**src/rtl/pipe_hazard_ctrl.sv**
```systemverilog
// ---------------------------------------------------------------------------
// pipe_hazard_ctrl
//
// Central stall/flush controller for the 5-stage pipeline. Drives the
// enable/clear pair of every inter-stage register plus the PC write enable,
// and resolves load-use hazards, taken-branch flushes, multi-cycle mult/div
// occupancy of EX and syscall halt/resume. Two saturating performance
// counters track stall cycles (pc_en low) and branch flushes.
//
// Parameters
//   MD_LATENCY : total cycles a mult/div occupies EX (2..255)
//   CNT_W      : width of the performance counters
//
// Ports
//   clk, rst_n                 : clock, asynchronous active-low reset
//   id_r1_pos/id_r2_pos        : source register indices of the ID instruction
//   id_r1_used/id_r2_used      : ID instruction actually reads r1/r2
//   ex_dst, ex_is_load         : destination and load flag of the EX instruction
//   ex_md_start                : EX instruction is a mult/div
//   ex_br_taken                : branch/jump resolved taken in EX
//   ex_halt                    : EX instruction is a halting syscall
//   go                         : one-cycle resume pulse
//   pc_en, *_en, *_clr         : pipeline register controls (combinational)
//   md_busy, halted            : state flags
//   stall_cycles, flush_cnt    : saturating performance counters
// ---------------------------------------------------------------------------
module pipe_hazard_ctrl #(
    parameter int MD_LATENCY = 4,
    parameter int CNT_W      = 32
) (
    input  logic             clk,
    input  logic             rst_n,
    input  logic [4:0]       id_r1_pos,
    input  logic [4:0]       id_r2_pos,
    input  logic             id_r1_used,
    input  logic             id_r2_used,
    input  logic [4:0]       ex_dst,
    input  logic             ex_is_load,
    input  logic             ex_md_start,
    input  logic             ex_br_taken,
    input  logic             ex_halt,
    input  logic             go,
    output logic             pc_en,
    output logic             ifid_en,
    output logic             ifid_clr,
    output logic             idex_en,
    output logic             idex_clr,
    output logic             exmem_en,
    output logic             exmem_clr,
    output logic             memwb_en,
    output logic             memwb_clr,
    output logic             md_busy,
    output logic             halted,
    output logic [CNT_W-1:0] stall_cycles,
    output logic [CNT_W-1:0] flush_cnt
);

    typedef enum logic [1:0] {
        ST_RUN     = 2'd0,
        ST_MD_WAIT = 2'd1,
        ST_HALT    = 2'd2
    } state_t;

    typedef enum logic [2:0] {
        P_RUNP,
        P_FREEZE,
        P_MDSTALL,
        P_FLUSH,
        P_LDSTALL
    } pattern_t;

    typedef struct packed {
        logic pc_en;
        logic ifid_en;
        logic ifid_clr;
        logic idex_en;
        logic idex_clr;
        logic exmem_en;
        logic exmem_clr;
        logic memwb_en;
        logic memwb_clr;
    } ctl_t;

    localparam logic [7:0] MD_LOAD = 8'(MD_LATENCY - 2);

    state_t   state;
    logic [7:0] md_cnt;

    pattern_t pattern;
    state_t   state_nxt;
    logic     flush_evt;
    logic     load_use;
    ctl_t     ctl;

    // Register 0 is hard-wired zero, so a load targeting it never creates a hazard.
    assign load_use = ex_is_load && (ex_dst != 5'd0) &&
                      ((id_r1_used && (id_r1_pos == ex_dst)) ||
                       (id_r2_used && (id_r2_pos == ex_dst)));

    // Pattern selection and next-state decision.
    always_comb begin
        // NOTE: every output of this block gets a default first so no path can infer a latch.
        pattern   = P_RUNP;
        state_nxt = state;
        flush_evt = 1'b0;
        unique case (state)
            ST_RUN: begin
                if (ex_halt) begin
                    pattern   = P_FREEZE;
                    state_nxt = ST_HALT;
                end else if (ex_md_start) begin
                    pattern   = P_MDSTALL;
                    state_nxt = ST_MD_WAIT;
                end else if (ex_br_taken) begin
                    pattern   = P_FLUSH;
                    flush_evt = 1'b1;
                end else if (load_use) begin
                    pattern   = P_LDSTALL;
                end
            end
            ST_MD_WAIT: begin
                // Release cycle lets the mult/div move on to MEM.
                if (md_cnt != 8'd0) begin
                    pattern = P_MDSTALL;
                end else begin
                    state_nxt = ST_RUN;
                end
            end
            ST_HALT: begin
                if (go) begin
                    state_nxt = ST_RUN;
                end else begin
                    pattern = P_FREEZE;
                end
            end
            default: begin
                state_nxt = ST_RUN;
            end
        endcase
    end

    // Pattern decode; everything is forced low while reset is asserted.
    always_comb begin
        ctl = '0;
        if (rst_n) begin
            unique case (pattern)
                P_RUNP:    ctl = '{1'b1, 1'b1, 1'b0, 1'b1, 1'b0, 1'b1, 1'b0, 1'b1, 1'b0};
                P_FREEZE:  ctl = '0;
                P_MDSTALL: ctl = '{1'b0, 1'b0, 1'b0, 1'b0, 1'b0, 1'b1, 1'b1, 1'b1, 1'b0};
                P_FLUSH:   ctl = '{1'b1, 1'b1, 1'b1, 1'b1, 1'b1, 1'b1, 1'b0, 1'b1, 1'b0};
                P_LDSTALL: ctl = '{1'b0, 1'b0, 1'b0, 1'b1, 1'b1, 1'b1, 1'b0, 1'b1, 1'b0};
                default:   ctl = '0;
            endcase
        end
    end

    assign pc_en     = ctl.pc_en;
    assign ifid_en   = ctl.ifid_en;
    assign ifid_clr  = ctl.ifid_clr;
    assign idex_en   = ctl.idex_en;
    assign idex_clr  = ctl.idex_clr;
    assign exmem_en  = ctl.exmem_en;
    assign exmem_clr = ctl.exmem_clr;
    assign memwb_en  = ctl.memwb_en;
    assign memwb_clr = ctl.memwb_clr;

    assign md_busy = (state == ST_MD_WAIT);
    assign halted  = (state == ST_HALT);

    // State, mult/div countdown and performance counters.
    always_ff @(posedge clk or negedge rst_n) begin
        if (!rst_n) begin
            state        <= ST_RUN;
            md_cnt       <= 8'd0;
            stall_cycles <= '0;
            flush_cnt    <= '0;
        end else begin
            // NOTE: non-blocking assignments keep every register sampling pre-edge values.
            state <= state_nxt;
            if (state == ST_RUN && !ex_halt && ex_md_start) begin
                md_cnt <= MD_LOAD;
            end else if (state == ST_MD_WAIT && md_cnt != 8'd0) begin
                md_cnt <= md_cnt - 8'd1;
            end
            if (!ctl.pc_en && stall_cycles != '1) begin
                stall_cycles <= stall_cycles + 1'b1;
            end
            if (flush_evt && flush_cnt != '1) begin
                flush_cnt <= flush_cnt + 1'b1;
            end
        end
    end

endmodule

```
**config.mk**
```make
export PLATFORM = sky130hd
export DESIGN_NAME = pipe_hazard_ctrl
export DESIGN_NICKNAME = d
export VERILOG_FILES = /design/src/rtl/pipe_hazard_ctrl.sv
export SDC_FILE = /design/constraint.sdc
export NUM_CORES = 1
export LEC_CHECK = 0
export CAP_MARGIN = 10
export CORE_ASPECT_RATIO = 1.4
export CORE_MARGIN = 3
export CORE_UTILIZATION = 41
export CTS_BUF_LIST = sky130_fd_sc_hd__clkbuf_8
export CTS_CLUSTER_SIZE = 40
export DETAILED_ROUTE_END_ITERATION = 10
export GPL_ROUTABILITY_DRIVEN = 0
export MAX_ROUTING_LAYER = met4
export PLACE_DENSITY = 0.66
export SLEW_MARGIN = 20
export SYNTH_ARGS = -nofsm -noshare
export SYNTH_HDL_FRONTEND = slang
export SYNTH_SLANG_ARGS = --single-unit
```
**constraint.sdc**
```tcl
create_clock -name clk -period 3.69 [get_ports clk]
set_input_delay 0.5535 -clock clk [delete_from_list [all_inputs] [get_ports clk]]
set_output_delay 0.5535 -clock clk [all_outputs]
set_load 0.01 [all_outputs]
```
Yosys cells after proc, flatten, opt, wreduce, memory -nomap -nowiden:

Index checks and enable logic that the tools add are counted.
W data, S select, Z words.

* bits in registers: 74
* latch bits: 0
* RAM bits: 0
* memory bits (read-only): 0
* input port bits: 24
* output and inout port bits: 75
* memories: 0

* add/subtract/negate cells: 3
* $mul: 0
* div/mod/pow operators: 0
* magnitude comparators: 0
* equality and inequality tests: 12
* shift-type cells: 0
* mux-type cells: 20
* bitwise operators: 0
* reductions and logical operators: 18

Operator list (number)
* $add A32 B1 Y32 const B: 2
* $ne A32 B32 Y1 const B: 2
* $pmux W9 S4: 1
* $mux W8: 2
* $mux W3: 4
* $eq A5 B5 Y1: 2
* $mux W2: 5
* $logic_and A1 B1 Y1: 9
* $mux W9: 1
* $pmux W3 S3: 1
* $reduce_bool A8 Y1: 1
* $sub A8 B1 Y8 const B: 1
* $eq A3 B2 Y1 const B: 2
* $pmux W2 S3: 1
* $mux W1: 5
* $reduce_bool A5 Y1: 1
* $ne A2 B2 Y1 const B: 2
* $eq A3 B3 Y1 const B: 1
* $logic_not A3 Y1: 1
* $ne A3 B3 Y1 const B: 1
* $reduce_and A3 Y1: 1
* $eq A2 B1 Y1 const B: 1
* $eq A2 B2 Y1 const B: 1
* $logic_not A1 Y1: 2
* 3 further kinds: 3

Depth between registers and ports, before layout:

Gate-level depths: netlist of run 1.

* word-level depth: 14
* mapped depth: 9

Worst setup path before layout of run 1:

No wires, ideal clock.

* kind: register to output
* start: reg md_cnt[2]
* end: out pc_en
* arrival time: 2055 ps
* data required time: 3137 ps
* setup slack: 1082 ps
* cell stages (with the launch flop): 7
* cell sequence: dfrtp_1 -> or4_4 -> o41ai_4 -> a31oi_1 -> a211oi_4 -> buf_6 -> buf_4

* cells in the longest elaborated chain, start to end: 6
* elaborated cells on any way between the ends: 9
* classes of those cells: eq/ne (3); mux (4); reduce/logical (2)

Ends and longest elaborated chain
* from (decl): RTL line 87 `logic [7:0] md_cnt;`
* from (signal assigned): RTL line 183 `md_cnt <= md_cnt - 8'd1;`
* $reduce_bool A8 Y1 *: RTL line 123 `if (md_cnt != 8'd0) begin`
* $mux W2 *: RTL line 123
* $pmux W3 S3 *: RTL line 106 `unique case (state)`
* $eq A3 B3 Y1 (tied with other cells): RTL line 146 `unique case (pattern)`
* $pmux W9 S4 *: RTL line 146
* $mux W9 *: RTL line 145 `if (rst_n) begin`
* to (decl): RTL line 43 `output logic pc_en,`

Mark *: on every way between the ends. The rest lies on a longest branch, timed or not.

Final worst setup path of run 1:

Ends and elaborated chain as after synthesis.

==> summary.md, run 1 <==
| Metric | Value |
|---|---|
| Cell Rows | 40 |
| Total Die Area | 10400 µm² |
| Peak Freq | 288 MHz |
| Min Hold Slack | 0.206 ns |
| Peak per-stage delay on the critical path | 0.62 ns |
| Clock tree from TritonCTS | done |
| Number of remaining DRC errors | 0 |
| Ys Warns | 0 |
| Core Util, Final | 0.576 |
| Max cap viols | 0 |
| Most common library cell in the layout ignoring fill and taps | clkdlybuf4s50_1 |
| Post-synth top area share | 0.489 |
| Crit path time final | 3.47 ns |
| Path class of the lowest-slack min-delay path | primary input to async pin |
| Final antenna diode count | 0 |
| Number of buffer and inverter stages on the critical path | 1 |
| Filler cell count | 804 |
| Number of buffers added by the clock tree synthesis step | 9 |
| Synthesized flop and latch total | 74 |
| H-tree depth | 3 |
| Placed wire-length estimate after detailed placement | 6.79 mm |
| Count of different cell masters after synthesis | 45 |
| Maximum root-to-sink buffer count | 2 |
| Top library cells by usage in the layout, fill and taps aside | clkdlybuf4s50_1, dfrtp_1, xor2_1 |
| CTS root buf | clkbuf_8 |
| Startpoint kind of the worst setup timing path | flip-flop |
| Hold-fix buffers at CTS | 0 |
| Antenna violations before repair | 0 |
| Die width | 87.2 µm |
| Actual slew at the worst max-slew pin | 0.720 ns |
| Post-route clock skew | 0.00629 ns |
| Tcrit/Tclk final | 0.940 |
| Max-slew headroom at the worst pin | 0.516 |
| Ratio of total power to cell area | 524 nW/µm² |
| Synthesized Nets | 397 |
| Post-synthesis cell type with the largest combined area | dfrtp_1 |
| Largest fanout on the critical path | 6 |
| Static leakage | 2.12 nW |
| Post-Syn Instances | 369 |
| Initial cell density of the core | 0.430 |
| VDD IR max | 0.348 mV |
| Via count of the first global-routing pass | 3114 |
| Routed Wire Length | 9.23 mm |
| Netlist Area Pre-Place | 3780 µm² |
| Fraction of the yosys area taken by sequential cells | 0.489 |
| Worst Path Class, Setup | flip-flop to primary output |
| Post-synthesis to final-layout area growth | 34.1% |
| Aggregate global routing overflow | 0 |
| Worst-path cell chain | or4_4 -> o41ai_4 -> a31oi_1 -> a211oi_4 -> clkdlybuf4s50_1 |
| Layout net count | 503 |
| Dominant combinational cell family by area after synthesis | simple AND/OR/NAND/NOR gates |
| Avg WL per Cell | 15.8 µm |
| Xor/xnor share of the synthesized area | 0.178 |
| Clock transition at the registers of the reported paths | 0.08 ns |
| Vias per Instance | 5.28 |
| Final Instance Area | 5080 µm² |
| Instance area after placement | 4870 µm² |
| Number of sinks on the clock net | 74 |
| Number of input and output port buffers inserted | 97 |
| Post-cts resize count | 0 |
| Post-CTS setup buffers | 0 |
| Status | finished, final reports clean |
| Most area-consuming cells after synthesis | dfrtp_1, xor2_1, xnor2_1 |
| RSZ-0062 raised after global routing | false |
| Area of the placeable core | 8810 µm² |
| Kind of cell adding the most delay to the critical path | compound AO/OA/AOI/OAI gates |
| Overall die height | 120 µm |
| Compound-cell area share of the yosys netlist | 0.0400 |
| 1st-iter DRT viols | 115 |
| Setup-violating endpoint count in the final report | 0 |
| Fraction of the mapped netlist area in simple logic gates | 0.244 |
| Worst-skew pair later-pin latency | 0.35 ns |
| CP Data Required Time | 3.14 ns |
| Critical-path cell with the highest stage delay | clkdlybuf4s50_1 |
| Number of placed I/O pins | 99 |
| Share of cell area taken by muxes after synthesis | 0.00694 |
| Hold Vio Cnt, Final | 0 |
| Global-route wire length before repair | 15.3 mm |
| Worst setup EP type | primary output |
| Arrival time reported for the critical path endpoint | 2.92 ns |
| Fraction of final layout cells sized beyond drive strength 1 | 0.0729 |
| Count of final max-slew check failures | 0 |
| Antenna-violating nets left | 0 |
| Fraction of registers with async set or reset after synthesis | 1.00 |
| Largest net degree at the start of global routing | 54 |
| Global router's overall resource usage | 0.192 |
| Total negative setup slack | 0 ns |
| Number of synthesized flops with an enable pin | 0 |
| Top flip-flop cell by instance count after synthesis | dfrtp_1 |
| Average cell area after synthesis | 10.3 µm² |
| Iteration count of the initial detailed-routing pass | 4 |
| Count of vias placed by the detailed router | 3086 |
| Post-synthesis share of cell area spent on full adders, half adders and majority gates | 0.0132 |
[stage by stage]
step / power [W] / instances / setup WS (ns)
4_1_cts: 0.00269 / 585 / 0.170
3_5_place_dp: 0.00204 / 569 / 0.367
6_report: 0.00266 / 585 / 0.221
3_3_place_gp: 0.00202 / 569 / 0.470
5_1_grt: 0.00284 / 585 / 0.0593
2_1_floorplan: 0.00162 / 369 / 1.08
[where the power goes]
group	internal, W	total [W]	switching, W	leakage, nW
sequential	0.000953	0.00112	0.000172	0.884
clock	0.000345	0.000643	0.000298	0.103
combinational	0.000466	0.000890	0.000424	1.14
[routing by layer]
layer	part of all wire	track usage	routed length, µm	vias to the layer above
li1	-	-	-	1477
met3	0.047	0.0556	435	13
met5	0	-	0	-
met4	0.017	0.0710	157	0
met1	0.43	0.232	3950	1528
met2	0.51	0.302	4690	68
[registers in the layout, indices dropped and copies added, names as in the netlist]
| name | flops |
|---|---|
| flush_cnt | 32 |
| state | 2 |
| md_cnt | 8 |
| stall_cycles | 32 |
[synth_stat cells, types with 2 or more instances]
master	n
nor4_1	12
or2_2	2
and4_1	4
or3_1	2
nand3_1	23
xor2_1	39
and2_1	4
dfrtp_1	74
a21oi_1	6
or4_1	2
nor2b_1	5
buf_6	3
xnor2_1	38
nor2_1	27
ha_1	4
nand4_1	17
nand2_1	34
and3_1	15
nor3_1	20
o21ai_0	2
clkbuf_1	2
nor3b_1	2
buf_4	3
inv_1	8
[final timing paths]
path                                      start               to  slack (ns)  depth (start not counted)
worst max-delay path                  md_cnt[2]            pc_en        0.22                          5
worst min-delay path                      rst_n        md_cnt[3]        0.21                          2
min in group clk                stall_cycles[9]  stall_cycles[9]        0.49                          1
worst max register to register        md_cnt[2]  stall_cycles[1]        0.93                          7
worst min register to register  stall_cycles[9]  stall_cycles[9]        0.49                          1
max in group asynchronous                 rst_n    flush_cnt[27]        2.50                          3
[worst reg2reg max path, cell delays in order (launching register included)]
cell and delay [ns]:
dfrtp_1 0.44, or4_4 0.60, o41ai_4 0.32, a31oi_1 0.22
a211oi_4 0.37, buf_4 0.32, nor2_2 0.09, mux2_4 0.29
[cell families (layout without fill, tap and decap cells)]
kind of cell	count (synthesis)	count (layout)
muxes	2	2
buffers and inverters	18	129
AOI/OAI and AO/OA	18	18
and+or+nand+nor	175	175
DFF	74	74
xor gates and xnor gates	77	77
adders and majority gates	4	4
other	1	1
[area by class of cell]
type	instances	area (µm²)	share of cell area
Clock buffer	11	151	0.0298
Clock inverter	5	53.8	0.0106
Inverter	8	30.0	0.00591
Multi-Input combinational cell	277	1830	0.361
Sequential cell	74	1850	0.365
Tap cell	105	131	0.0259
Timing Repair Buffer	105	1030	0.203
(Power assumes the default switching activity.)
==> inputs of run 2 (changes only) <==
CAP_MARGIN = 0   (was 10)
HOLD_SLACK_MARGIN = 0.03   (was default)
==> results of run 2 <==
Final layout, timing and power as in run 1 (identical DEF).
==> inputs of run 3 (changes only) <==
CORE_ASPECT_RATIO = 0.9   (was 1.4)
==> summary.md, run 3 (same netlist as run 1, synthesis figures left out) <==
| Metric | Value |
|---|---|
| Overall die height | 97.2 µm |
| Cell Rows | 32 |
| Tcrit/Tclk final | 0.905 |
| Largest net degree at the start of global routing | 73 |
| Via count of the first global-routing pass | 3062 |
| Worst setup EP type | primary output |
| Top library cells by usage in the layout, fill and taps aside | clkdlybuf4s50_1, dfrtp_1, xor2_1 |
| Critical R2R Capture | stall_cycles[1] |
| Global-route wire length before repair | 15.0 mm |
| Peak per-stage delay on the critical path | 0.60 ns |
| Status | finished, final reports clean |
| Global router's overall resource usage | 0.183 |
| CTS root buf | clkbuf_8 |
| Post-CTS setup buffers | 0 |
| Post-cts resize count | 0 |
| Sequential Power Share | 0.434 |
| CP Data Required Time | 3.14 ns |
| Most common library cell in the layout ignoring fill and taps | clkdlybuf4s50_1 |
| Core Util, Final | 0.578 |
| Initial cell density of the core | 0.432 |
| Iteration count of the initial detailed-routing pass | 4 |
| Total negative setup slack | 0 ns |
| Max-slew headroom at the worst pin | 0.394 |
| 1st-iter DRT viols | 101 |
| Die width | 107 µm |
| H-tree depth | 3 |
| Static leakage | 2.12 nW |
| VDD IR max | 0.300 mV |
| Filler cell count | 770 |
| Peak Freq | 300 MHz |
| Count of final max-slew check failures | 0 |
| Count of vias placed by the detailed router | 3083 |
| Clock power share | 0.229 |
| Number of sinks on the clock net | 74 |
| Critical-path cell with the highest stage delay | or4_4 |
| Number of buffers added by the clock tree synthesis step | 9 |
| Arrival time reported for the critical path endpoint | 2.78 ns |
| Avg WL per Cell | 14.8 µm |
| Largest fanout on the critical path | 6 |
| Placed wire-length estimate after detailed placement | 6.40 mm |
| Layout net count | 502 |
| Setup-violating endpoint count in the final report | 0 |
| Cells on worst reg2reg path | 7 |
| Biggest registers after layout | flush_cnt x32, stall_cycles x32, md_cnt x8 |
| Post-synthesis to final-layout area growth | 34.0% |
| Number of cells on the worst hold path | 1 |
| Hold-fix buffers at CTS | 1 |
| Minimum setup slack among reg-to-reg paths | 0.95 ns |
| Number of placed I/O pins | 99 |
| End of the worst hold path | flush_cnt[18] |
| Switch Pwr | 0.000880 W |
| RSZ-0062 raised after global routing | false |
| Total Die Area | 10400 µm² |
| Antenna-violating nets left | 0 |
| Final antenna diode count | 0 |
| Maximum root-to-sink buffer count | 2 |
| Max cap viols | 0 |
| Worst-path cell chain | or4_4 -> o41ai_4 -> a31oi_1 -> a211oi_4 -> clkdlybuf4s50_1 |
| Worst Hold Launch | flush_cnt[18] |
| Crit path time final | 3.34 ns |
| Kind of cell adding the most delay to the critical path | compound AO/OA/AOI/OAI gates |
| Actual slew at the worst max-slew pin | 0.908 ns |
| Worst Path Class, Setup | flip-flop to primary output |
| Clock tree from TritonCTS | done |
| Combinational power share | 0.337 |
| Area of the placeable core | 8770 µm² |
| Fraction of final layout cells sized beyond drive strength 1 | 0.0649 |
| Path class of the lowest-slack min-delay path | flip-flop to flip-flop |
| Startpoint of the worst-slack reg-to-reg timing path | md_cnt[2] |
| Number of input and output port buffers inserted | 97 |
| Final Instance Area | 5070 µm² |
| Clock transition at the registers of the reported paths | 0.07 ns |
| Number of remaining DRC errors | 0 |
| Antenna violations before repair | 0 |
| Routed Wire Length | 8.82 mm |
| Hold Vio Cnt, Final | 0 |
| Startpoint kind of the worst setup timing path | flip-flop |
| Instance area after placement | 4870 µm² |
| Post-route clock skew | 0.00736 ns |
| Number of buffer and inverter stages on the critical path | 1 |
| Vias per Instance | 5.16 |
| Aggregate global routing overflow | 0 |
| Cell-internal power | 0.00173 W |
| Switching share of power | 0.337 |
| Worst-skew pair later-pin latency | 0.34 ns |
| Ratio of total power to cell area | 515 nW/µm² |
run 3: changes by cell type in the layout (fill, tap and decap cells not counted):
cell and delta:
dlygate4sd3_1 +1, clkbuf_8 -1, clkinv_2 +1, buf_4 -2
inv_1 +1, clkinvlp_4 -2
run 3: power by group through the flow:
stage          combinational (W)  clock [W]  sequential, W
6_report                0.000881   0.000598        0.00113
5_1_grt                 0.000966   0.000664        0.00116
4_1_cts                 0.000891   0.000622        0.00113
3_5_place_dp            0.000887          0        0.00114
3_3_place_gp            0.000869          0        0.00114
2_1_floorplan           0.000468          0        0.00115
run 3: metal layers:
metal / global-route usage / vias to the layer above / routed length (µm)
li1: - / 1487 / -
met1: 0.249 / 1503 / 4200
met2: 0.271 / 83 / 4130
met5: - / - / 0
met4: 0.0580 / 0 / 90
met3: 0.0412 / 10 / 399
run 3: worst register-to-register path, cell delays in order, from the launching register on:
cell and delay [ns]:
dfrtp_1 0.43, or4_4 0.60, o41ai_4 0.30, a31oi_1 0.22, a211oi_4 0.30, buf_4 0.38, nor2_2 0.10, mux2_4 0.30
run 3: worst max-delay path by stage:
| stage | start | end | slack [ns] | depth (start not counted) |
|---|---|---|---|---|
| after floorplan | md_cnt[2] | pc_en | 1.08 | 6 |
| after global placement | ex_br_taken | pc_en | 0.59 | 6 |
| after detailed placement | ex_md_start | pc_en | 0.50 | 6 |
| after CTS | md_cnt[2] | pc_en | 0.32 | 5 |
| after global routing | md_cnt[2] | pc_en | 0.21 | 5 |
| final | md_cnt[2] | pc_en | 0.35 | 5 |
run 3: per-stage QoR:
stage	instances	hold WS (ns)	worst slack (ns)	power (W)
after floorplan	369	0.258	1.08	0.00162
after CTS	597	0.494	0.322	0.00264
after detailed placement	581	0.350	0.496	0.00203
after global placement	581	0.350	0.590	0.00201
final	597	0.489	0.352	0.00261
after global routing	597	0.510	0.215	0.00279
run 3: layout make-up:
class | count | area [µm²] | area share
timing repair buffer | 104 | 1020 | 0.202
inverter | 8 | 30.0 | 0.00592
clock buffer | 10 | 138 | 0.0271
tap | 119 | 149 | 0.0294
clock inverter | 5 | 47.5 | 0.00938
sequential | 74 | 1850 | 0.365
multi-input combinational | 277 | 1830 | 0.361
